## src/rtl/race_draw_sequencer.sv

```systemverilog
// Pixel-draw sequencer for the racing game VGA path.
// Owns the raster counters (x_out/y_out) and the car position register.
// A full redraw paints three full-height stripes and then the car sprite.
// A move erases the old car box, steps car_x with clamping and redraws the car.
// Optional build macro VSYNC_WAIT_EN: a move first waits for vblank before erasing.
module race_draw_sequencer #(
    parameter int X_W      = 8,
    parameter int Y_W      = 7,
    parameter int SCREEN_W = 160,
    parameter int SCREEN_H = 120,
    parameter int ROAD_X0  = 30,
    parameter int ROAD_X1  = 130,
    parameter int CAR_W    = 5,
    parameter int CAR_H    = 13,
    parameter int CAR_X0   = 78,
    parameter int CAR_Y0   = 100,
    parameter int STEP     = 2
) (
    input  logic           clock,
    input  logic           resetn,
    input  logic           start,
    input  logic           move_req,
    input  logic [1:0]     move_dir,
    input  logic           vblank,
    output logic           ready,
    output logic           plot,
    output logic [X_W-1:0] x_out,
    output logic [Y_W-1:0] y_out,
    output logic [1:0]     colour_sel,
    output logic           done,
    output logic [X_W-1:0] car_x
);

    typedef enum logic [3:0] {
        S_IDLE, S_BG_LEFT, S_BG_ROAD, S_BG_RIGHT, S_CAR,
        S_DONE, S_WAIT_MOVE, S_ERASE, S_UPDATE, S_WAIT_VB
    } state_t;

    localparam logic [1:0] COL_BLACK = 2'd0;
    localparam logic [1:0] COL_GREEN = 2'd1;
    localparam logic [1:0] COL_CAR   = 2'd2;

    localparam logic [X_W-1:0] ROAD_X0_C  = X_W'(ROAD_X0);
    localparam logic [X_W-1:0] ROAD_X1_C  = X_W'(ROAD_X1);
    localparam logic [X_W-1:0] LEFT_LAST  = X_W'(ROAD_X0 - 1);
    localparam logic [X_W-1:0] ROAD_LAST  = X_W'(ROAD_X1 - 1);
    localparam logic [X_W-1:0] RIGHT_LAST = X_W'(SCREEN_W - 1);
    localparam logic [X_W-1:0] CAR_W_M1   = X_W'(CAR_W - 1);
    localparam logic [X_W-1:0] CAR_X0_C   = X_W'(CAR_X0);
    localparam logic [Y_W-1:0] SCR_Y_LAST = Y_W'(SCREEN_H - 1);
    localparam logic [Y_W-1:0] CAR_Y0_C   = Y_W'(CAR_Y0);
    localparam logic [Y_W-1:0] CAR_Y_LAST = Y_W'(CAR_Y0 + CAR_H - 1);

    // Clamp arithmetic is one bit wider so car_x - STEP cannot wrap.
    localparam logic [X_W:0] ROAD_X0_W   = (X_W+1)'(ROAD_X0);
    localparam logic [X_W:0] STEP_W      = (X_W+1)'(STEP);
    localparam logic [X_W:0] RIGHT_LIM_W = (X_W+1)'(ROAD_X1 - CAR_W);

    state_t         state;
    logic [1:0]     dir_reg;
    logic [X_W:0]   car_ext;
    logic [X_W:0]   car_sel;
    logic [X_W-1:0] car_x_next;
    logic [X_W-1:0] x_first;
    logic [X_W-1:0] x_last;
    logic [Y_W-1:0] y_last;
    logic [X_W-1:0] x_step;
    logic [Y_W-1:0] y_step;
    logic           row_end;
    logic           region_end;

`ifndef VSYNC_WAIT_EN
    // vblank has no function in this build
    logic vblank_unused;
    assign vblank_unused = vblank;
`endif

    // Next car position from the latched direction, clamped to the road.
    always_comb begin
        car_ext = {1'b0, car_x};
        car_sel = car_ext;
        if (dir_reg == 2'b01) begin
            car_sel = (car_ext < ROAD_X0_W + STEP_W) ? ROAD_X0_W : car_ext - STEP_W;
        end else if (dir_reg == 2'b10) begin
            car_sel = (car_ext + STEP_W > RIGHT_LIM_W) ? RIGHT_LIM_W : car_ext + STEP_W;
        end
        car_x_next = car_sel[X_W-1:0];
    end

    // Current region bounds and the raster step to the next pixel.
    always_comb begin
        x_first = car_x;
        x_last  = car_x + CAR_W_M1;
        y_last  = CAR_Y_LAST;
        case (state)
            S_BG_LEFT:  begin x_first = '0;        x_last = LEFT_LAST;  y_last = SCR_Y_LAST; end
            S_BG_ROAD:  begin x_first = ROAD_X0_C; x_last = ROAD_LAST;  y_last = SCR_Y_LAST; end
            S_BG_RIGHT: begin x_first = ROAD_X1_C; x_last = RIGHT_LAST; y_last = SCR_Y_LAST; end
            default:    ;
        endcase
        row_end    = (x_out == x_last);
        region_end = row_end && (y_out == y_last);
        x_step     = row_end ? x_first : x_out + X_W'(1);
        y_step     = row_end ? y_out + Y_W'(1) : y_out;
    end

    // Sequencer FSM with registered pixel, handshake and car-position outputs.
    always_ff @(posedge clock or negedge resetn) begin
        if (!resetn) begin
            state      <= S_IDLE;
            ready      <= 1'b1;
            plot       <= 1'b0;
            done       <= 1'b0;
            x_out      <= '0;
            y_out      <= '0;
            colour_sel <= COL_BLACK;
            car_x      <= CAR_X0_C;
            dir_reg    <= 2'b00;
        end else begin
            done <= 1'b0;
            case (state)
                S_IDLE, S_WAIT_MOVE: begin
                    if (start) begin
                        state      <= S_BG_LEFT;
                        x_out      <= '0;
                        y_out      <= '0;
                        plot       <= 1'b1;
                        colour_sel <= COL_GREEN;
                        ready      <= 1'b0;
                    end else if (move_req && state == S_WAIT_MOVE) begin
                        dir_reg <= move_dir;
                        ready   <= 1'b0;
`ifdef VSYNC_WAIT_EN
                        state   <= S_WAIT_VB;
`else
                        state      <= S_ERASE;
                        x_out      <= car_x;
                        y_out      <= CAR_Y0_C;
                        plot       <= 1'b1;
                        colour_sel <= COL_BLACK;
`endif
                    end
                end
`ifdef VSYNC_WAIT_EN
                S_WAIT_VB: begin
                    if (vblank) begin
                        state      <= S_ERASE;
                        x_out      <= car_x;
                        y_out      <= CAR_Y0_C;
                        plot       <= 1'b1;
                        colour_sel <= COL_BLACK;
                    end
                end
`endif
                S_BG_LEFT, S_BG_ROAD, S_BG_RIGHT, S_CAR, S_ERASE: begin
                    if (!region_end) begin
                        x_out <= x_step;
                        y_out <= y_step;
                    end else if (state == S_BG_LEFT) begin
                        state      <= S_BG_ROAD;
                        x_out      <= ROAD_X0_C;
                        y_out      <= '0;
                        colour_sel <= COL_BLACK;
                    end else if (state == S_BG_ROAD) begin
                        state      <= S_BG_RIGHT;
                        x_out      <= ROAD_X1_C;
                        y_out      <= '0;
                        colour_sel <= COL_GREEN;
                    end else if (state == S_BG_RIGHT) begin
                        state      <= S_CAR;
                        x_out      <= car_x;
                        y_out      <= CAR_Y0_C;
                        colour_sel <= COL_CAR;
                    end else if (state == S_CAR) begin
                        state <= S_DONE;
                        plot  <= 1'b0;
                        done  <= 1'b1;
                    end else begin
                        state <= S_UPDATE;
                        plot  <= 1'b0;
                    end
                end
                S_UPDATE: begin
                    car_x      <= car_x_next;
                    state      <= S_CAR;
                    x_out      <= car_x_next;
                    y_out      <= CAR_Y0_C;
                    plot       <= 1'b1;
                    colour_sel <= COL_CAR;
                end
                S_DONE: begin
                    state <= S_WAIT_MOVE;
                    ready <= 1'b1;
                end
                default: begin
                    state <= S_IDLE;
                    ready <= 1'b1;
                    plot  <= 1'b0;
                end
            endcase
        end
    end

endmodule

```

## config.mk

```make
export PLATFORM = sky130hd
export DESIGN_NAME = race_draw_sequencer
export DESIGN_NICKNAME = d
export VERILOG_FILES = /design/src/rtl/race_draw_sequencer.sv
export SDC_FILE = /design/constraint.sdc
export NUM_CORES = 1
export LEC_CHECK = 0
export ABC_AREA = 1
export ABC_CLOCK_PERIOD_IN_PS = 2960
export CELL_PAD_IN_SITES_DETAIL_PLACEMENT = 0
export CELL_PAD_IN_SITES_GLOBAL_PLACEMENT = 2
export CORE_MARGIN = 10
export CORE_UTILIZATION = 31
export CTS_CLUSTER_DIAMETER = 50
export DETAILED_ROUTE_END_ITERATION = 8
export PLACE_DENSITY = 0.84
export SETUP_SLACK_MARGIN = 0.02
export SLEW_MARGIN = 20
export SYNTH_ARGS = -nofsm -noshare
export SYNTH_HDL_FRONTEND = slang
export SYNTH_SLANG_ARGS = --single-unit
```

## constraint.sdc

```tcl
create_clock -name clock -period 2.96 [get_ports clock]
set_clock_uncertainty 0.15 [all_clocks]
set_input_delay 0.444 -clock clock [delete_from_list [all_inputs] [get_ports clock]]
set_output_delay 0.444 -clock clock [all_outputs]
set_load 0.02 [all_outputs]
```

# After elaboration in Yosys (flattened, before gate mapping)
# Cells that the tools add are included.
[totals]
in_bits = 7
rom_bits = 0
latchBits = 0
output_inout_bits = 28
memories = 0
ff_bits = 34
elab_cells = 108
ramBits = 0
[op_classes]
div_mod_pow = 0
bitwise = 3
reduce_logical = 15
shifts = 0
mux = 54
mul = 0
magnitude_cmp = 2
eq_ne = 20
addsub = 5
[op_table]
columns = ["op", "count"]
rows = [
  ["$mux W8", 11],
  ["$pmux W8 S3", 3],
  ["$mux W7", 7],
  ["$mux W4", 7],
  ["$pmux W7 S3", 1],
  ["$eq A4 B3 Y1 const B", 4],
  ["$pmux W4 S4", 1],
  ["$mux W1", 14],
  ["$mux W2", 6],
  ["$add A8 B2 Y9 const B", 1],
  ["$gt A9 B7 Y1 const B", 1],
  ["$add A8 B1 Y8 const B", 1],
  ["$add A8 B3 Y8 const B", 1],
  ["$eq A4 B2 Y1 const B", 2],
  ["$eq A8 B8 Y1", 1],
  ["$lt A8 B6 Y1 const B", 1],
  ["$ne A2 B2 Y1 const B", 4],
  ["$reduce_and A4 Y1", 2],
  ["$sub A8 B2 Y8 const B", 1],
  ["$add A7 B1 Y7 const B", 1],
  ["$eq A7 B7 Y1", 1],
  ["$ne A3 B3 Y1 const B", 2],
  ["$pmux W2 S3", 1],
  ["$reduce_and A3 Y1", 2],
  ["other kinds (19)", 23],
]

# Logic depth before layout (Yosys ltp)
# Gate-level depths: netlist of the first run.
[depth]
word_depth = 7
depth_mapped = 19
mapped_depth_nobuf = 18

# Worst setup path after synthesis of the first run
# OpenSTA, ideal clock, no wires.
[synth_path]
path_type = "reg2reg"
startpoint = "reg car_x[3]"
endpoint = "reg colour_sel[1]"
n_path_buf = 2
setup_time_ns = 0.120
path_slack_ns = 0.416
period_less_slack_ns = 2.544
stages_incl_launch_ff = 18
arrival_time_ns = 2.273
required_ns = 2.690
path_cell_list = "dfstp_2 -> buf_2 -> inv_1 -> ha_1 -> inv_1 -> nand2_1 -> nand2_1 -> nand2_1 -> nand2_1 -> nor2_1 -> nand2_2 -> nor2_8 -> nand3_4 -> nand2_4 -> nand2_2 -> buf_6 -> o21ai_1 -> nand2_1"
[synth_via]
elab_chain_len = 6
[synth_rtl]
columns = ["element", "line", "rtl"]
rows = [
  ["start, declared", "31", "output logic [X_W-1:0] car_x"],
  ["start signal, assigned", "184", "car_x <= car_x_next;"],
  ["$add A8 B3 Y8", "93", "x_last = car_x + CAR_W_M1;"],
  ["$pmux W8 S3", "95", "case (state)"],
  ["$eq A8 B8 Y1", "101", "row_end = (x_out == x_last);"],
  ["$logic_and A1 B1 Y1", "102", "region_end = row_end && (y_out == y_last);"],
  ["$ne A2 B2 Y1 (no source line)", "-", ""],
  ["$reduce_and A4 Y1 (no source line)", "-", ""],
  ["end signal, assigned", "116", "colour_sel <= COL_BLACK;"],
  ["end signal, assigned", "128", "colour_sel <= COL_GREEN;"],
  ["end signal, assigned", "140", "colour_sel <= COL_BLACK;"],
  ["end, declared", "29", "output logic [1:0] colour_sel,"],
]
# Every way passes these cells.
# A chain may end at the register's enable or synchronous reset.

# Final worst setup path of the first run
[layout_path]
startpoint = "reg car_x[2]"
endpoint = "reg x_out[0]"
[layout_via]
elab_chain_len = 6
word_cells_on_any_way = 16
classes_between = "add/sub (2); order compare (2); eq/ne (2); mux (8); reduce/logical (2)"
[layout_rtl]
columns = ["element", "line", "rtl"]
rows = [
  ["$add A8 B2 Y9 / $add A8 B3 Y8 (equally long branches)", "-", ""],
  ["$gt A9 B7 Y1 / $pmux W8 S3 (equally long branches)", "85, 95", ""],
  ["$mux W8 / $eq A8 B8 Y1 (equally long branches)", "85, 101", ""],
  ["$mux W8, or another cell as far along", "84", "end else if (dir_reg == 2'b10) begin"],
  ["$mux W8, or another cell as far along", "82", "if (dir_reg == 2'b01) begin"],
  ["$pmux W8 S3 / $reduce_and A3 Y1 (equally long branches)", "-", ""],
  ["end signal, assigned", "137", "x_out <= car_x;"],
  ["end signal, assigned", "157", "x_out <= x_step;"],
  ["end signal, assigned", "171", "x_out <= car_x;"],
  ["end, declared", "27", "output logic [X_W-1:0] x_out,"],
]
# Several ways; a longest one is shown, not always the timed one.

==> results of run 1 <==
path summary, 6_finish.rpt:
path / endpoint / from
setup / recovery: x_out[0] / car_x[2]
hold / removal: y_out[3] / resetn
setup reg to reg: x_out[0] / car_x[2]
hold reg to reg: ready / ready
max in group asynchronous: x_out[4] / resetn
min in group clock: ready / ready
cells in the final DEF (no fill, tap or decap), types with 6 or more instances in the layout:
master,instances
nor3_1,6
o21ai_1,12
xor2_1,13
nand2_2,6
inv_1,66
inv_2,8
dfrtp_1,29
buf_4,11
nand3_1,40
o21ai_0,27
clkdlybuf4s50_1,32
nor2_1,51
nand4_1,15
ha_1,9
nand2_1,158
a21oi_1,17
layout make-up:
class | instances | area, um2 | share of cell area
multi-input combinational | 380 | 1900 | 0.511
sequential | 34 | 857 | 0.230
timing repair buffer | 44 | 408 | 0.110
inverter | 75 | 282 | 0.0756
tap | 133 | 166 | 0.0447
clock buffer | 7 | 76.3 | 0.0205
clock inverter | 1 | 30.0 | 0.00807
per-stage QoR:
stage / util / std cells / worst slack, ps
after floorplan: - / 499 / 416
after global placement: 0.370 / 666 / 275
after detailed placement: 0.370 / 666 / 284
after CTS: 0.381 / 674 / 261
after global routing: 0.383 / 674 / 48.1
final: 0.383 / 674 / 294
what timing repair did:
| action | CTS | global route |
|---|---|---|
| setup buffers | 0 | 0 |
| setup endpoints to repair | 0 | 8 |
| resized for setup | 0 | 3 |
kinds of logic after synthesis:
logic type	count (synthesis)	synth area share
AOI/OAI and AO/OA	66	0.117
xor gates and xnor gates	15	0.0424
adders and majority gates	9	0.0364
buffers and inverters	85	0.113
DFF	34	0.277
and+or+nand+nor	290	0.414
where the power goes:
part / internal [mW] / leakage, nW / switching, mW
clock network: 0.252 / 0.0524 / 0.169
logic: 0.00516 / 1.53 / 0.0108
registers: 0.465 / 0.406 / 0
synthesized netlist by cell type, types with 3 or more instances:
cell,number,area share
nor2_1,51,0.062
o21ai_0,27,0.044
nor2_2,4,0.0081
xor2_1,13,0.037
o21bai_1,3,0.0073
inv_1,66,0.080
dfstp_2,5,0.042
buf_6,3,0.011
nand3_1,41,0.066
a21oi_1,17,0.027
nand4_1,15,0.030
inv_2,8,0.0097
nor3_1,6,0.0097
dfrtp_1,29,0.23
nand2_2,7,0.014
o21ai_1,12,0.019
nand2_1,158,0.19
ha_1,9,0.036
buf_2,4,0.0065
layer usage:
metal / routed length, um / up-vias
met5: 0 / -
met4: 72 / 0
met3: 565 / 5
met2: 4600 / 90
met1: 4840 / 1508
li1: - / 1676
==> results by group, run 1 <==
Setup path
  • Arrival @ worst endpoint: 2740 ps
  • R2r setup slk: 290 ps
  • Critical path buffers and inverters: 2
  • Critical Path RT: 3030 ps
  • Critical Path, Cell by Cell: inv_1 > buf_4 > ha_1 > nand3_1 > o21ai_0 > nor3_1 > nand2_1 > nand3_1 > nand2_1 > a21oi_1 > nor2_1 > nand2_1 > nand2_1 > nand2_1
  • Slowest CP cell: dfstp_2
  • Critical Path Start Type: register
  • FF-to-FF path depth: 14
  • Crit path kind: register to register
  • Crit-path max cell delay: 600 ps
  • Most used cell, CP: nand2_1
  • Critical-path maximum fanout: 7
  • CP top delay family: simple AND/OR/NAND/NOR gates
  • Critical Path Stages: 14
  • CP endpoint kind: register

Die
  • Die W: 120 um
  • Core Area: 0.00973 mm2
  • Ports: 35
  • Die Ht: 120 um
  • Cell Rows: 36
  • Initial core utilization: 0.318
  • Die area: 0.0144 mm2

Timing
  • Worst slew pin tran: 808 ps
  • Final setup vio count: 0
  • WHS: 100 ps
  • Final Hold Fails: 0
  • Setup TNS: 0 ps
  • Post-route minimum period: 2670 ps
  • Fmax: 375 MHz
  • Slew Limit Fails: 0
  • Fin crit share: 0.901
  • RSZ-0062 raised after global routing: no
  • Max_slew headroom: 0.461

Synth
  • Async SR Flop Fraction: 1.00
  • Post-synth EDFFs: 0
  • Synthesized instance count: 499
  • Primary FF master, synth: dfrtp_1
  • Net count after synthesis: 515
  • Post-synthesis average cell area: 6.20 um2
  • Sequential share of the synthesized area: 0.277
  • Netlist cell types: 36
  • Flops & latches, synth: 34
  • Synth Cell Area: 0.00310 mm2
  • Ys Warns: 0

Clocking
  • CTS root buffer: clkbuf_8
  • CTS buffer count: 5
  • CTS tree: yes
  • # hold bufs at CTS: 0
  • Sink count of the clock tree: 34
  • H-tree depth: 2
  • Clock slew seen by the registers of the worst setup and hold paths: 70 ps
  • Deepest clock path buffer count: 2
  • Worst-Skew Late Latency: 280 ps

Global routing
  • Gr ovfl total: 0
  • Global Route met3 Usage: 0.0230
  • First-pass GRT wire length: 17000 um
  • Initial antenna violation count: 0
  • Busiest grt layer: met2
  • Largest net degree at the start of global routing: 35
  • M1 GR Usage: 0.195
  • All-Layer GR Usage: 0.144
  • Vias in the first global route: 3274
  • Met2 Usage GRT: 0.238

Flow run
  • MaxCap Viol Count: 0

Power
  • Worst VDD drop: 0.000158 V
  • PD cells: 242 mW/mm2
  • Static leakage power: 1.98 nW
  • Tot Pwr: 902 uW

Route
  • TritonRoute pass-1 iters: 5
  • Post-route DRC: 0
  • Initial DRC count: 270
  • Vias after detailed routing: 3279
  • DRT Wirelength: 10100 um
  • Wirelength per Cell: 15.0 um
  • Vias per cell: 4.86
  • Antenna-violating nets left: 0

Cells and area
  • Area Overhead vs Synth: 20.3%
  • Antenna cells: 0
  • Fillers: 1105
  • Post-layout net count: 556
  • Share of cells above drive strength 1: 0.0980
  • Top flop regs: car_x x8, x_out x8, y_out x7
  • Final Instance Area: 0.00372 mm2

Placement
  • Dpl hpwl: 7950 um
  • # port buffers: 33
  • RePlAce Congestion: 0.841
  • Dpl cell area: 0.00360 mm2

Outcome
  • Run status: finished clean

Worst hold path
  • Type of the worst min-delay path: primary input to async pin
Power figures use the tool's default switching activity.
==> inputs of run 2 (changes only) <==
--- a/config.mk
+++ b/config.mk
@@ -9,7 +9,6 @@
 export ABC_CLOCK_PERIOD_IN_PS = 2960
 export CELL_PAD_IN_SITES_DETAIL_PLACEMENT = 0
 export CELL_PAD_IN_SITES_GLOBAL_PLACEMENT = 2
-export CORE_MARGIN = 10
 export CORE_UTILIZATION = 31
 export CTS_CLUSTER_DIAMETER = 50
 export DETAILED_ROUTE_END_ITERATION = 8
==> results by group, run 2 (synthesized netlist as in run 1, its figures left out) <==
Outcome
  • Run status: finished clean

Route
  • TritonRoute pass-1 iters: 4 (-1)
  • Post-route DRC: 0 (unchanged)
  • Initial DRC count: 247 (-8.5%)
  • Vias per cell: 4.87 (about the same)
  • Antenna-violating nets left: 0 (unchanged)
  • DRT Wirelength: 9950 um (-1.4%)
  • Met2 Routed Length: 4450 um (-3.2%)
  • Routed length on met3: 391 um (-31%)
  • Top Metal Used: met4
  • WL met1: 4930 um (+1.7%)
  • Wirelength per Cell: 14.7 um (-1.5%)
  • Vias after detailed routing: 3287 (+0.24%)

Cells and area
  • Antenna cells: 0 (unchanged)
  • Most frequent standard cell in the layout excluding fill and tap cells: nand2_1
  • Multi-input logic area: 0.00189 mm2 (-0.53%)
  • Most frequent cells in the layout: 158 x nand2_1, 66 x inv_1, 51 x nor2_1
  • Area Overhead vs Synth: 19.8%
  • Fillers: 1109 (+0.36%)
  • FF/Latch Area: 857 um2 (unchanged)
  • Share of cells above drive strength 1: 0.0996 (+0.00166)
  • Post-layout net count: 558 (+0.36%)
  • Top flop regs: car_x x8, x_out x8, y_out x7
  • Final Util: 0.381 (-0.00154)

Power
  • Tot Pwr: 839 uW (-7.0%)
  • PD cells: 226 mW/mm2 (-6.6%)
  • Worst VDD drop: 0.000192 V (+21%)
  • Static leakage power: 1.98 nW (-0.29%)

Setup path
  • CP endpoint kind: register
  • Crit path kind: register to register
  • Critical-path maximum fanout: 8 (+1)
  • Critical Path RT: 3020 ps (about the same)
  • Arrival @ worst endpoint: 2730 ps (about the same)
  • Critical Path Start Type: register

Global routing
  • Initial antenna violation count: 0 (unchanged)
  • All-Layer GR Usage: 0.214 (+0.0698)
  • Vias in the first global route: 3245 (-0.89%)
  • First-pass GRT wire length: 16900 um (-0.25%)
  • Largest net degree at the start of global routing: 35 (unchanged)
  • Gr ovfl total: 0 (unchanged)

Timing
  • Worst slew pin tran: 799 ps (-9.04 ps)
  • RSZ-0062 raised after global routing: no
  • Setup TNS: 0 ps (unchanged)
  • Final WS setup: 290 ps (-4.30 ps)
  • Final Hold Fails: 0 (unchanged)
  • Max_slew headroom: 0.467 (+0.00603)
  • Fin crit share: 0.902 (+0.00145)
  • Slew Limit Fails: 0 (unchanged)
  • Fmax: 375 MHz (-0.16%)
  • Final setup vio count: 0 (unchanged)
  • Post-route minimum period: 2670 ps (+4.30 ps)

Clocking
  • CTS root buffer: clkbuf_8
  • # hold bufs at CTS: 0 (unchanged)
  • Sink count of the clock tree: 34 (unchanged)
  • Deepest clock path buffer count: 2 (unchanged)
  • Post-CTS Setup Inserts: 0 (unchanged)
  • Clock slew seen by the registers of the worst setup and hold paths: 70 ps (about the same)
  • CTS buffer count: 5 (unchanged)
  • Worst-Skew Late Latency: 290 ps (about the same)
  • H-tree depth: 2 (unchanged)
  • CTS tree: yes

Flow run
  • MaxCap Viol Count: 0 (unchanged)

Placement
  • Dpl hpwl: 7750 um (-2.6%)
  • Place WS: 272 ps (-11.8 ps)
  • RePlAce Congestion: 0.826 (-1.8%)
  • # port buffers: 33 (unchanged)

Die
  • Die W: 102 um (-15%)
  • Cell Rows: 36 (unchanged)
  • Core Area: 0.00973 mm2 (unchanged)
  • Die area: 0.0104 mm2 (-28%)
  • Die Ht: 102 um (-15%)
  • Initial core utilization: 0.318 (unchanged)
  • Ports: 35 (unchanged)

Worst hold path
  • Type of the worst min-delay path: primary input to async pin
[run 2: layout make-up]
class                   count  area share
repair buffers             46       0.114
inverters                  75      0.0759
multi-input cells         380       0.511
clock buffers               7      0.0233
flip-flops and latches     34       0.231
well taps                 133      0.0449
[run 2: per-layer routing]
metal | vias to the layer above | global-route usage
met5 | - | 0
met4 | 0 | 0.0692
met3 | 14 | 0.0260
met2 | 82 | 0.340
met1 | 1519 | 0.301
li1 | 1672 | -
[run 2: critical path, cell delays in order, from the launching register on]
cell,delay (ps)
dfstp_2,590
ha_1,220
nand2_1,80
inv_1,150
nand2_1,100
nand4_1,90
nand2_1,100
inv_2,50
nand2_1,70
nor2_4,220
nand4_1,130
nand3_1,170
inv_2,130
nand2_2,180
nand2_1,70
o21ai_1,90
[run 2: where the power goes]
| group | switching (mW) | total (mW) | internal, mW | leakage (nW) |
|---|---|---|---|---|
| Combinational | 0.0106 | 0.0157 | 0.00516 | 1.53 |
| Sequential | 0 | 0.465 | 0.465 | 0.406 |
| Clock | 0.174 | 0.358 | 0.185 | 0.0443 |
[run 2: final timing paths]
| check | slack [ps] | from | cells after the start | to |
|---|---|---|---|---|
| max reg2reg | 290 | car_x[3] | 15 | y_out[0] |
| max | 290 | car_x[3] | 15 | y_out[0] |
| min reg2reg | 350 | ready | 2 | ready |
| min in group clock | 350 | ready | 2 | ready |
| min | 80 | resetn | 1 | x_out[1] |
| max in group asynchronous | 2070 | resetn | 1 | car_x[0] |
[run 2: stage by stage]
step	instance area, um2	hold slack [ps]	cells
3_3_place_gp	3620	323	668
2_1_floorplan	3100	-1.59	499
4_1_cts	3700	114	675
6_report	3710	80.3	675
5_1_grt	3710	144	675
3_5_place_dp	3620	319	668
[run 2: timing repair]
action	4_1_cts	5_1_grt
endpoints found under the hold margin	0	0
resized for setup	0	1
setup endpoints to repair	0	1
